$ cat src/rtl/toggle_synchronizer_1clk.sv
// -----------------------------------------------------------------------------
// toggle_synchronizer_1clk
//
// Pulse-transfer synchronizer, single-clock form. An accepted one-cycle
// request flips a toggle flop. The level change ripples through a G_STAGES
// flop chain and is edge-detected back into a one-cycle pulse. o_pulse_B is
// intended as the load enable of a downstream recirculation-mux capture
// register.
//
// A request that arrives while a previous one is still in flight is dropped,
// not merged. The drop is recorded in the sticky o_overrun flag.
//
// Parameters:
//   G_STAGES   synchronizer chain depth, legal range 2..8 (default 2).
//
// Ports:
//   i_clk      single clock; all state is rising-edge triggered.
//   i_rst      synchronous reset, active-high; clears every flop.
//   i_pulse_A  request pulse, sampled on every rising edge.
//   o_pulse_B  one-cycle pulse, one per accepted request, G_STAGES+1 cycles
//              after the request.
//   o_busy     high while an accepted request is in flight.
//   o_overrun  sticky: a request was dropped because o_busy was high.
//
// Optional build macro:
//   TOGGLE_SYNC_ASSERT_EN  compiles in concurrent assertions and cover
//                          points. RTL behaviour is identical with or
//                          without this macro.
// -----------------------------------------------------------------------------
module toggle_synchronizer_1clk #(
  parameter int G_STAGES = 2
) (
  input  logic i_clk,
  input  logic i_rst,
  input  logic i_pulse_A,
  output logic o_pulse_B,
  output logic o_busy,
  output logic o_overrun
);

  generate
    if (G_STAGES < 2 || G_STAGES > 8) begin : g_bad_stages
      $error("toggle_synchronizer_1clk: G_STAGES must be in 2..8");
    end
  endgenerate

  logic                toggle_q, toggle_d;
  logic [G_STAGES-1:0] sync_q, sync_d;
  logic                last_q, last_d;
  logic                overrun_q, overrun_d;
  logic                busy;
  logic                accept;

  always_comb begin
    // The toggle and r_last differ exactly while a toggle edge is still
    // travelling down the chain. This covers the cycle in which the
    // output pulse fires.
    busy      = toggle_q ^ last_q;
    accept    = i_pulse_A & ~busy;
    toggle_d  = toggle_q ^ accept;
    sync_d    = {sync_q[G_STAGES-2:0], toggle_q};
    last_d    = sync_q[G_STAGES-1];
    overrun_d = overrun_q | (i_pulse_A & busy);
  end

  // Toggle, chain, edge-detect and overrun registers
  always_ff @(posedge i_clk) begin
    if (i_rst) begin
      toggle_q  <= 1'b0;
      sync_q    <= '0;
      last_q    <= 1'b0;
      overrun_q <= 1'b0;
    end else begin
      toggle_q  <= toggle_d;
      sync_q    <= sync_d;
      last_q    <= last_d;
      overrun_q <= overrun_d;
    end
  end

  assign o_pulse_B = sync_q[G_STAGES-1] ^ last_q;
  assign o_busy    = busy;
  assign o_overrun = overrun_q;

`ifdef TOGGLE_SYNC_ASSERT_EN
  a_no_back_to_back: assert property (@(posedge i_clk) disable iff (i_rst)
    o_pulse_B |=> !o_pulse_B);

  a_accept_gives_pulse: assert property (@(posedge i_clk) disable iff (i_rst)
    accept |-> ##(G_STAGES+1) o_pulse_B);

  a_pulse_has_request: assert property (@(posedge i_clk) disable iff (i_rst)
    o_pulse_B |-> $past(accept & ~i_rst, G_STAGES+1));

  a_overrun_sticky: assert property (@(posedge i_clk) disable iff (i_rst)
    o_overrun |=> o_overrun);

  c_accept:  cover property (@(posedge i_clk) disable iff (i_rst) accept);
  c_overrun: cover property (@(posedge i_clk) disable iff (i_rst)
    i_pulse_A && busy);
`endif

endmodule

$ cat config.mk
export PLATFORM = sky130hd
export DESIGN_NAME = toggle_synchronizer_1clk
export DESIGN_NICKNAME = d
export VERILOG_FILES = /design/src/rtl/toggle_synchronizer_1clk.sv
export SDC_FILE = /design/constraint.sdc
export NUM_CORES = 1
export LEC_CHECK = 0
export ABC_AREA = 0
export CAP_MARGIN = 20
export CORE_AREA = 4 4 41 43
export CTS_BUF_LIST = sky130_fd_sc_hd__clkbuf_4
export DETAILED_ROUTE_END_ITERATION = 16
export DIE_AREA = 0 0 45 47
export GPL_ROUTABILITY_DRIVEN = 0
export MAX_ROUTING_LAYER = met4
export PLACE_DENSITY = 0.4
export SYNTH_ARGS = -nofsm -noshare
export SYNTH_HDL_FRONTEND = slang
export SYNTH_SLANG_ARGS = --single-unit
$ cat constraint.sdc
create_clock -name i_clk -period 1.3 [get_ports i_clk]
set_clock_uncertainty 0.15 [all_clocks]
set_input_delay 0.26 -clock i_clk [delete_from_list [all_inputs] [get_ports i_clk]]
set_output_delay 0.26 -clock i_clk [all_outputs]
set_load 0.05 [all_outputs]
Word level (Yosys, flattened, before mapping)
Cells that the tools add are included.
Widths: inputs -> output; s select.
{"block": "word_totals", "register_bits": 5, "out_inout_bits": 3}
{"block": "classes", "bitwise_logic": 7}
{"cell": "$xor 1x1->1", "count": 3}
{"cell": "$and 1x1->1", "count": 2}
{"cell": "$not 1->1", "count": 1}
{"cell": "$or 1x1->1", "count": 1}

Longest topological paths before layout
Gate-level depths: netlist of the first run.
{"block": "depth", "ltp_word": 4, "ltp_mapped": 2, "mapped_depth_nobuf": 2}

Worst setup path after synthesis of the first run
No wires, ideal clock.
{"block": "synth_path", "path_type": "reg-to-reg", "from": "reg last_q", "to": "reg overrun_q, in the netlist o_overrun", "setup_time_ns": 0.064, "arrival_time_ns": 1.381, "t_required_ns": 1.086, "setup_slack_ns": -0.295, "stages_incl_launch_ff": 3, "period_less_slack_ns": 1.595, "path_cell_list": "dfxtp_1 -> xor2_1 -> a22o_1"}
{"block": "synth_between", "elab_chain_cells": 3}
{"item": "start: declaration", "line_no": "49", "source": "logic last_q, last_d;"}
{"item": "start signal: assignment", "line_no": "76", "source": "last_q <= last_d;"}
{"item": "$xor 1x1->1", "line_no": "58", "source": "busy = toggle_q ^ last_q;"}
{"item": "net o_busy", "line_no": "37", "source": "output logic o_busy,"}
{"item": "$and 1x1->1", "line_no": "63", "source": "overrun_d = overrun_q | (i_pulse_A & busy);"}
{"item": "$or 1x1->1", "line_no": "63"}
{"item": "end signal: assignment", "line_no": "77", "source": "overrun_q <= overrun_d;"}
{"item": "end: declaration", "line_no": "50", "source": "logic overrun_q, overrun_d;"}
The timed path passes the listed nets, and every way through them passes these cells.
A chain may end at the register's enable or synchronous reset.

Worst setup path in the final report of the first run
{"block": "layout_path", "from": "reg last_q", "to": "out o_busy"}
{"block": "layout_between", "elab_chain_cells": 1}
{"item": "$xor 1x1->1", "line_no": "58"}
{"item": "end: declaration", "line_no": "37"}
No other way between the ends.

==> run metrics, run 1 <==
status=finished with violations; failing checks=negative setup slack; RSZ-0062 raised after global routing=yes; Worst R2R End=o_overrun; routed vias=approximately 140; setup slack after layout=-0.0846 ns; WL/cell=slightly below 9 µm; CTS Sinks=5; Post-synth EDFFs=0; hold buffers post-CTS=0; Avg Inst Size Synth=around 11 µm²; placed cell area=slightly below 300 µm²; total gr overflow=0; CP delay by family, top=flip-flops; Initial Utilization=0.128; Final period util=1.07; endpoint with the worst hold slack=sync_q[1]; setup tns final=-0.159 ns; Area Growth Syn to Fin=117%; Worst path depth=2; Cell Area, Synth=~170 µm²; cts bufs inserted=3; root buffer cell=clkbuf_4; first-pass GRT wire length=roughly 530 µm; CTS Buffer Depth=2; number of antenna diodes=0; share of cells above drive strength 1=0.556; average via count per standard cell=~3.3; Die Y=between 40 and 50 µm; H-tree depth=1; area leader, netlist=dfxtp_1; Slew Viols, Final=0; CTS tree=built; crit path cell chain=xor2_4, buf_12; leakage power=0.150 nW; vias in the first global route=around 150; register bit total from synthesis=5; critical hold path startpoint=sync_q[0]; row cnt=13; Critical Path RT=0.89 ns; design area=between 300 and 400 µm²; Worst path max stage delay=roughly 0.40 ns; CP Class=flop to output pin; sequential-to-total area share from yosys stat=0.602; Synth async-reset ratio=0; Residual DRC=0; Layout fillers=between 150 and 200; endpoint class of the critical path=output pin; overall fraction of global-route tracks in use=0.0458; Synth top area share=0.602; sum of buffers and inverters on the critical path=1; minimum clock period=between 1 and 1.5 ns; I/O Buffers=5; Final Hold Viols=0; Hold Path Depth=1; CP Data Arrival Time=approximately 0.97 ns; Core Area=between 1000 and 1500 µm²; Area contributors post-synth=dfxtp_1, nor2b_1, xor2_1; drt pass-1 iters=1; worst skew pair latency=approximately 0.24 ns; largest net degree at the start of global routing=5; final count of negative-setup-slack endpoints=2; power density cells=~1300 nW/µm²; Iteration-0 DRC Markers=0; Slew headroom=0.882; final net count=31; reg2reg path depth=3; commonest cells in the netlist=dfxtp_1, nor2b_1, xor2_1; final WL=approximately 370 µm; worst reg2reg setup slack=about 0.2 ns; Min-Delay Path Class=flop to flop; initial antenna violation count=0; Max Clk Rate=722 MHz; VDD IR max=0.485 mV; synth warn=0; post-synth cell types=7; Synth Instances=15; Max FO, Critical Path=3; max_cap viols=0; most numerous cell in the Yosys netlist=dfxtp_1; Setup crit start kind=flop; Post-DRT Antenna Nets=0; Synth Flop Type=dfxtp_1; Synthesized Nets=18; Top Ports=6; Worst Max-Slew Pin Slew=~0.18 ns; clock-pin slew on the worst setup and hold paths=0.04 ns; Slowest-stage cell, CP=dfxtp_4; Die Width=45 µm; Die Area=2120 µm²
## per-layer routing
| layer | GRT usage | part of all wire |
|---|---|---|
| met1 | 0.0343 | 0.42 |
| met2 | 0.0565 | 0.48 |
| met3 | 0.0345 | 0.093 |
| met4 | 0.0702 | 0 |
| met5 | - | 0 |
## repair_timing
item,in CTS,in global routing
setup buffers,0,1
endpoints found under the setup margin,2,2
pin swaps,2,1
resized for setup,6,0
## final cells by class
cell class                      count  area [µm²]  area share
Clock buffer                        4        30.0      0.0830
Inverter                            1        3.75      0.0104
Multi-Input combinational cell      9         100       0.277
Sequential cell                     5         106       0.294
Tap cell                           15        18.8      0.0519
Timing Repair Buffer                8         103       0.284
## where the power goes
group          total (mW)  switching, mW  internal (mW)
Clock               0.196         0.0597          0.137
Combinational      0.0934         0.0419         0.0515
Sequential          0.173         0.0108          0.162
## cells in the final DEF, fill, tap and decap left out
cell / n
nor2b_1: 4
clkbuf_4: 4
buf_4: 3
buf_12: 3
xor2_4: 2
dfxtp_2: 2
clkdlybuf4s50_1: 2
dfxtp_1: 2
nor2_1: 1
a211oi_1: 1
inv_1: 1
a22o_1: 1
dfxtp_4: 1
## worst max-delay path by stage
stage / from / endpoint
CTS: last_q / o_busy
detailed placement: i_rst / o_overrun
global route: last_q / o_busy
finish: last_q / o_busy
global placement: i_rst / o_overrun
floorplan: last_q / o_overrun
## through the flow
stage / total power, mW / cells / util / hold WS [ns] / setup WS [ns]
after floorplan: 0.210 / 15 / - / 0.182 / -0.0508
after global placement: 0.258 / 37 / 0.227 / 0.292 / -0.0278
after detailed placement: 0.259 / 37 / 0.227 / 0.300 / -0.0227
after CTS: 0.468 / 41 / 0.272 / 0.298 / -0.102
after global routing: 0.491 / 42 / 0.278 / 0.306 / -0.121
final: 0.462 / 42 / 0.278 / 0.296 / -0.0846
## cells by family after synthesis
logic type                Yosys count  share of synthesized area
xor gates and xnor gates            2                      0.105
and+or+nand+nor                     5                      0.173
AOI/OAI and AO/OA                   2                     0.0978
DFF                                 5                      0.602
buffers and inverters               1                     0.0225
Power figures use the tool's default switching activity.
==> inputs of run 2 (changes only) <==
PLACE_DENSITY = unset   (was 0.4)
PLACE_DENSITY_LB_ADDON = 0.15   (was unset)
==> run metrics, run 2 (synthesized netlist as in run 1, its figures left out) <==
Worst Max-Slew Pin Slew=0.188 ns; Final Hold Viols=0; minimum clock period=approximately 1.4 ns; combinational fraction of design power=0.182; Sequential Power Share=0.367; Post-DRT Antenna Nets=0; final net count=29; VDD IR max=0.310 mV; final WL=roughly 320 µm; Top Ports=6; Post-DP HPWL=247 µm; Worst path max stage delay=slightly below 0.4 ns; Slowest-stage cell, CP=dfxtp_4; crit path cell chain=xor2_4, buf_12; placed cell area=288 µm²; clock-pin slew on the worst setup and hold paths=~0.050 ns; Initial Utilization=0.128; largest net degree at the start of global routing=5; cts bufs inserted=3; total gr overflow=0; Die Width=45 µm; first-pass GRT wire length=between 400 and 500 µm; Area Growth Syn to Fin=102%; Final period util=1.06; Slew Viols, Final=0; CTS Buffer Depth=2; vias in the first global route=~120; final count of negative-setup-slack endpoints=2; clock power share=0.451; Critical Path Start=last_q; RSZ-0062 raised after global routing=yes; row cnt=13; routed vias=135; hold slack final=~0.29 ns; most frequent cells in the layout=nor2b_1, clkbuf_4, dfxtp_1, buf_12; Residual DRC=0; leakage power=about 0.14 nW; Die Area=2120 µm²; Setup Buffers After CTS=0; setup slack after layout=-0.0813 ns; Min-Delay Path Class=flop to flop; drt pass-1 iters=2; Max Clk Rate=approximately 720 MHz; Core Area=1300 µm²; WL/cell=~7.9 µm; Max FO, Critical Path=3; I/O Buffers=5; design area=between 300 and 400 µm²; Setup crit start kind=flop; CP Class=flop to output pin; sum of buffers and inverters on the critical path=1; number of antenna diodes=0; max_cap viols=0; Die Y=47 µm; sw frac=0.260; average via count per standard cell=3.38; failing checks=negative setup slack; Net Sw Power=around 0.12 mW; critical hold path startpoint=sync_q[0]; status=finished with violations; CTS Sinks=5; pre-CTS WS=-0.0278 ns; Layout fillers=about 150; overall fraction of global-route tracks in use=0.0392; Internal Power=0.343 mW; Iteration-0 DRC Markers=1; initial antenna violation count=0; power density cells=approximately 1400 nW/µm²; share of cells above drive strength 1=0.480; CP Data Arrival Time=~0.97 ns; CP delay by family, top=flip-flops; Layout Utilization=0.259; CTS tree=built; Slew headroom=0.874; root buffer cell=clkbuf_4; Critical Path RT=~0.9 ns; worst skew pair latency=between 0.2 and 0.25 ns; H-tree depth=1; endpoint class of the critical path=output pin
-- run 2: metal layers --
layer  routed length (µm)  global-route usage  share of wire
met4                   17              0.0702          0.054
met2                  136              0.0395           0.43
met3                   35              0.0230           0.11
met5                    0                   -              0
met1                  126              0.0365           0.40
-- run 2: per-stage QoR --
step | setup TNS [ns] | std cells | power, mW
after floorplan | -0.116 | 15 | 0.210
after global placement | -0.0197 | 36 | 0.256
after detailed placement | -0.0278 | 36 | 0.257
after CTS | -0.195 | 40 | 0.471
after global routing | -0.208 | 40 | 0.472
final | -0.157 | 40 | 0.464
-- run 2: worst reg2reg max path: cells and delay by family, from the launching register on --
family,cells,cell delay (ns)
compound gates,1,0.18
xor+xnor,1,0.19
flops,1,0.36
-- run 2: final timing paths --
check | to | slack, ns | depth (start not counted)
setup / recovery | o_busy | -0.08 | 2
hold / removal | sync_q[1] | 0.29 | 1
setup reg to reg | o_overrun | 0.32 | 2
hold reg to reg | sync_q[1] | 0.29 | 1
-- run 2: area by class of cell --
class / instances / area [µm²] / share of cell area
well taps: 15 / 18.8 / 0.0558
clock buffers: 4 / 30.0 / 0.0892
repair buffers: 6 / 87.6 / 0.260
multi-input cells: 9 / 88.8 / 0.264
flip-flops and latches: 5 / 108 / 0.320
inverters: 1 / 3.75 / 0.0112
-- run 2: power by group through the flow --
stage | sequential, mW | clock (mW) | combinational [mW]
4_1_cts | 0.171 | 0.215 | 0.0852
2_1_floorplan | 0.180 | 0 | 0.0302
3_3_place_gp | 0.173 | 0 | 0.0828
3_5_place_dp | 0.173 | 0 | 0.0834
6_report | 0.170 | 0.209 | 0.0846
5_1_grt | 0.172 | 0.212 | 0.0886
-- run 2: what timing repair did --
item                       CTS  global route
setup endpoints to repair    2             2
hold buffers                 0             0
pin swaps                    1             1
gates resized for setup      4             1
==> inputs of run 3 (changes only) <==
REMOVE_ABC_BUFFERS = 1   (was unset)
SLEW_MARGIN = 20   (was unset)
==> run metrics, run 3 (synthesized netlist as in run 1, its figures left out) <==
Die Width=around 45 µm; first-pass GRT wire length=627 µm; Pwr Total=between 0.4 and 0.5 mW; setup slack after layout=-0.0882 ns; row cnt=13; root buffer cell=clkbuf_4; most frequent cells in the layout=nor2b_1, clkbuf_4, buf_12; minimum clock period=1.39 ns; Area Growth Syn to Fin=108%; VDD IR max=0.604 mV; power density cells=around 1300 nW/µm²; Slew headroom=0.888; final WL=348 µm; I/O Buffers=5; leakage power=between 0.1 and 0.15 nW; average via count per standard cell=around 3.3; Layout fillers=approximately 150; final net count=29; Slew Viols, Final=0; CTS Buffer Depth=2; Die Y=47 µm; number of antenna diodes=0; share of cells above drive strength 1=0.520; WL/cell=8.70 µm; drt pass-1 iters=1; Max Clk Rate=720 MHz; Post-DRT Antenna Nets=0; Max FO, Critical Path=3; failing checks=negative setup slack; Setup crit start kind=flop; RSZ-0062 raised after global routing=yes; Iteration-0 DRC Markers=0; Critical Path RT=0.89 ns; Final Hold Viols=0; CTS Sinks=5; endpoint class of the critical path=output pin; hold slack final=about 0.29 ns; Die Area=2120 µm²; placed cell area=273 µm²; overall fraction of global-route tracks in use=0.0531; CTS tree=built; CP Class=flop to output pin; hold buffers post-CTS=0; routed vias=131; cts bufs inserted=3; Residual DRC=0; Initial Utilization=0.128; status=finished with violations; multi-input logic area=about 100 µm²; worst skew pair latency=0.24 ns; CP Data Arrival Time=slightly below 1 ns; Min-Delay Path Class=flop to flop; Core Area=1300 µm²; FF+latch area=106 µm²; vias in the first global route=between 100 and 150; max_cap viols=0; Final period util=1.07; initial antenna violation count=0; Worst Max-Slew Pin Slew=~0.17 ns; design area=around 350 µm²; total gr overflow=0; largest net degree at the start of global routing=5; Top Ports=6; H-tree depth=1; final count of negative-setup-slack endpoints=2; clock-pin slew on the worst setup and hold paths=around 0.04 ns
==> run 3: cell counts in the layout (fill, tap and decap cells not counted) <==
Identical to the previous run, type by type.
==> run 3: per-stage QoR <==
stage	setup WS [ns]	std cells	util	TNS, ns
5_1_grt	-0.148	40	0.266	-0.282
4_1_cts	-0.104	40	0.266	-0.206
3_3_place_gp	-0.0280	36	0.210	-0.0280
2_1_floorplan	-0.295	15	-	-0.799
3_5_place_dp	-0.0344	36	0.210	-0.0344
6_report	-0.0882	40	0.266	-0.168
==> run 3: worst max-delay path, stage by stage (launching register included) <==
cell,delay [ns]
dfxtp_4,0.40
xor2_4,0.18
buf_12,0.15
==> run 3: routing by layer <==
metal	GRT usage	wire (µm)	part of all wire
met1	0.0458	142	0.41
met2	0.0565	130	0.37
met3	0.0728	66	0.19
met4	0.0351	9	0.026
met5	-	0	0
==> run 3: final timing paths <==
| path | startpoint | end | slack (ns) | depth (start not counted) |
|---|---|---|---|---|
| max | last_q | o_busy | -0.09 | 2 |
| min | sync_q[0] | sync_q[1] | 0.29 | 1 |
| max reg2reg | last_q | o_overrun | 0.30 | 2 |
| min reg2reg | sync_q[0] | sync_q[1] | 0.29 | 1 |
==> run 3: report_power, final <==
group	total, mW	switching [mW]	internal (mW)
Combinational	0.0855	0.0396	0.0459
Sequential	0.173	0.0109	0.162
Clock	0.203	0.0660	0.137
Total	0.461	0.117	0.345
==> run 3: what timing repair did <==
action	CTS	global route
setup endpoints to repair	2	2
setup buffers	0	0
pin swaps	2	0
gates resized for setup	8	0
gates cloned	0	0
==> run 3: cell type report <==
cell class | count | area share
Tap cell | 15 | 0.0542
Sequential cell | 5 | 0.307
Multi-Input combinational cell | 9 | 0.289
Timing Repair Buffer | 6 | 0.253
Clock buffer | 4 | 0.0866
Inverter | 1 | 0.0108
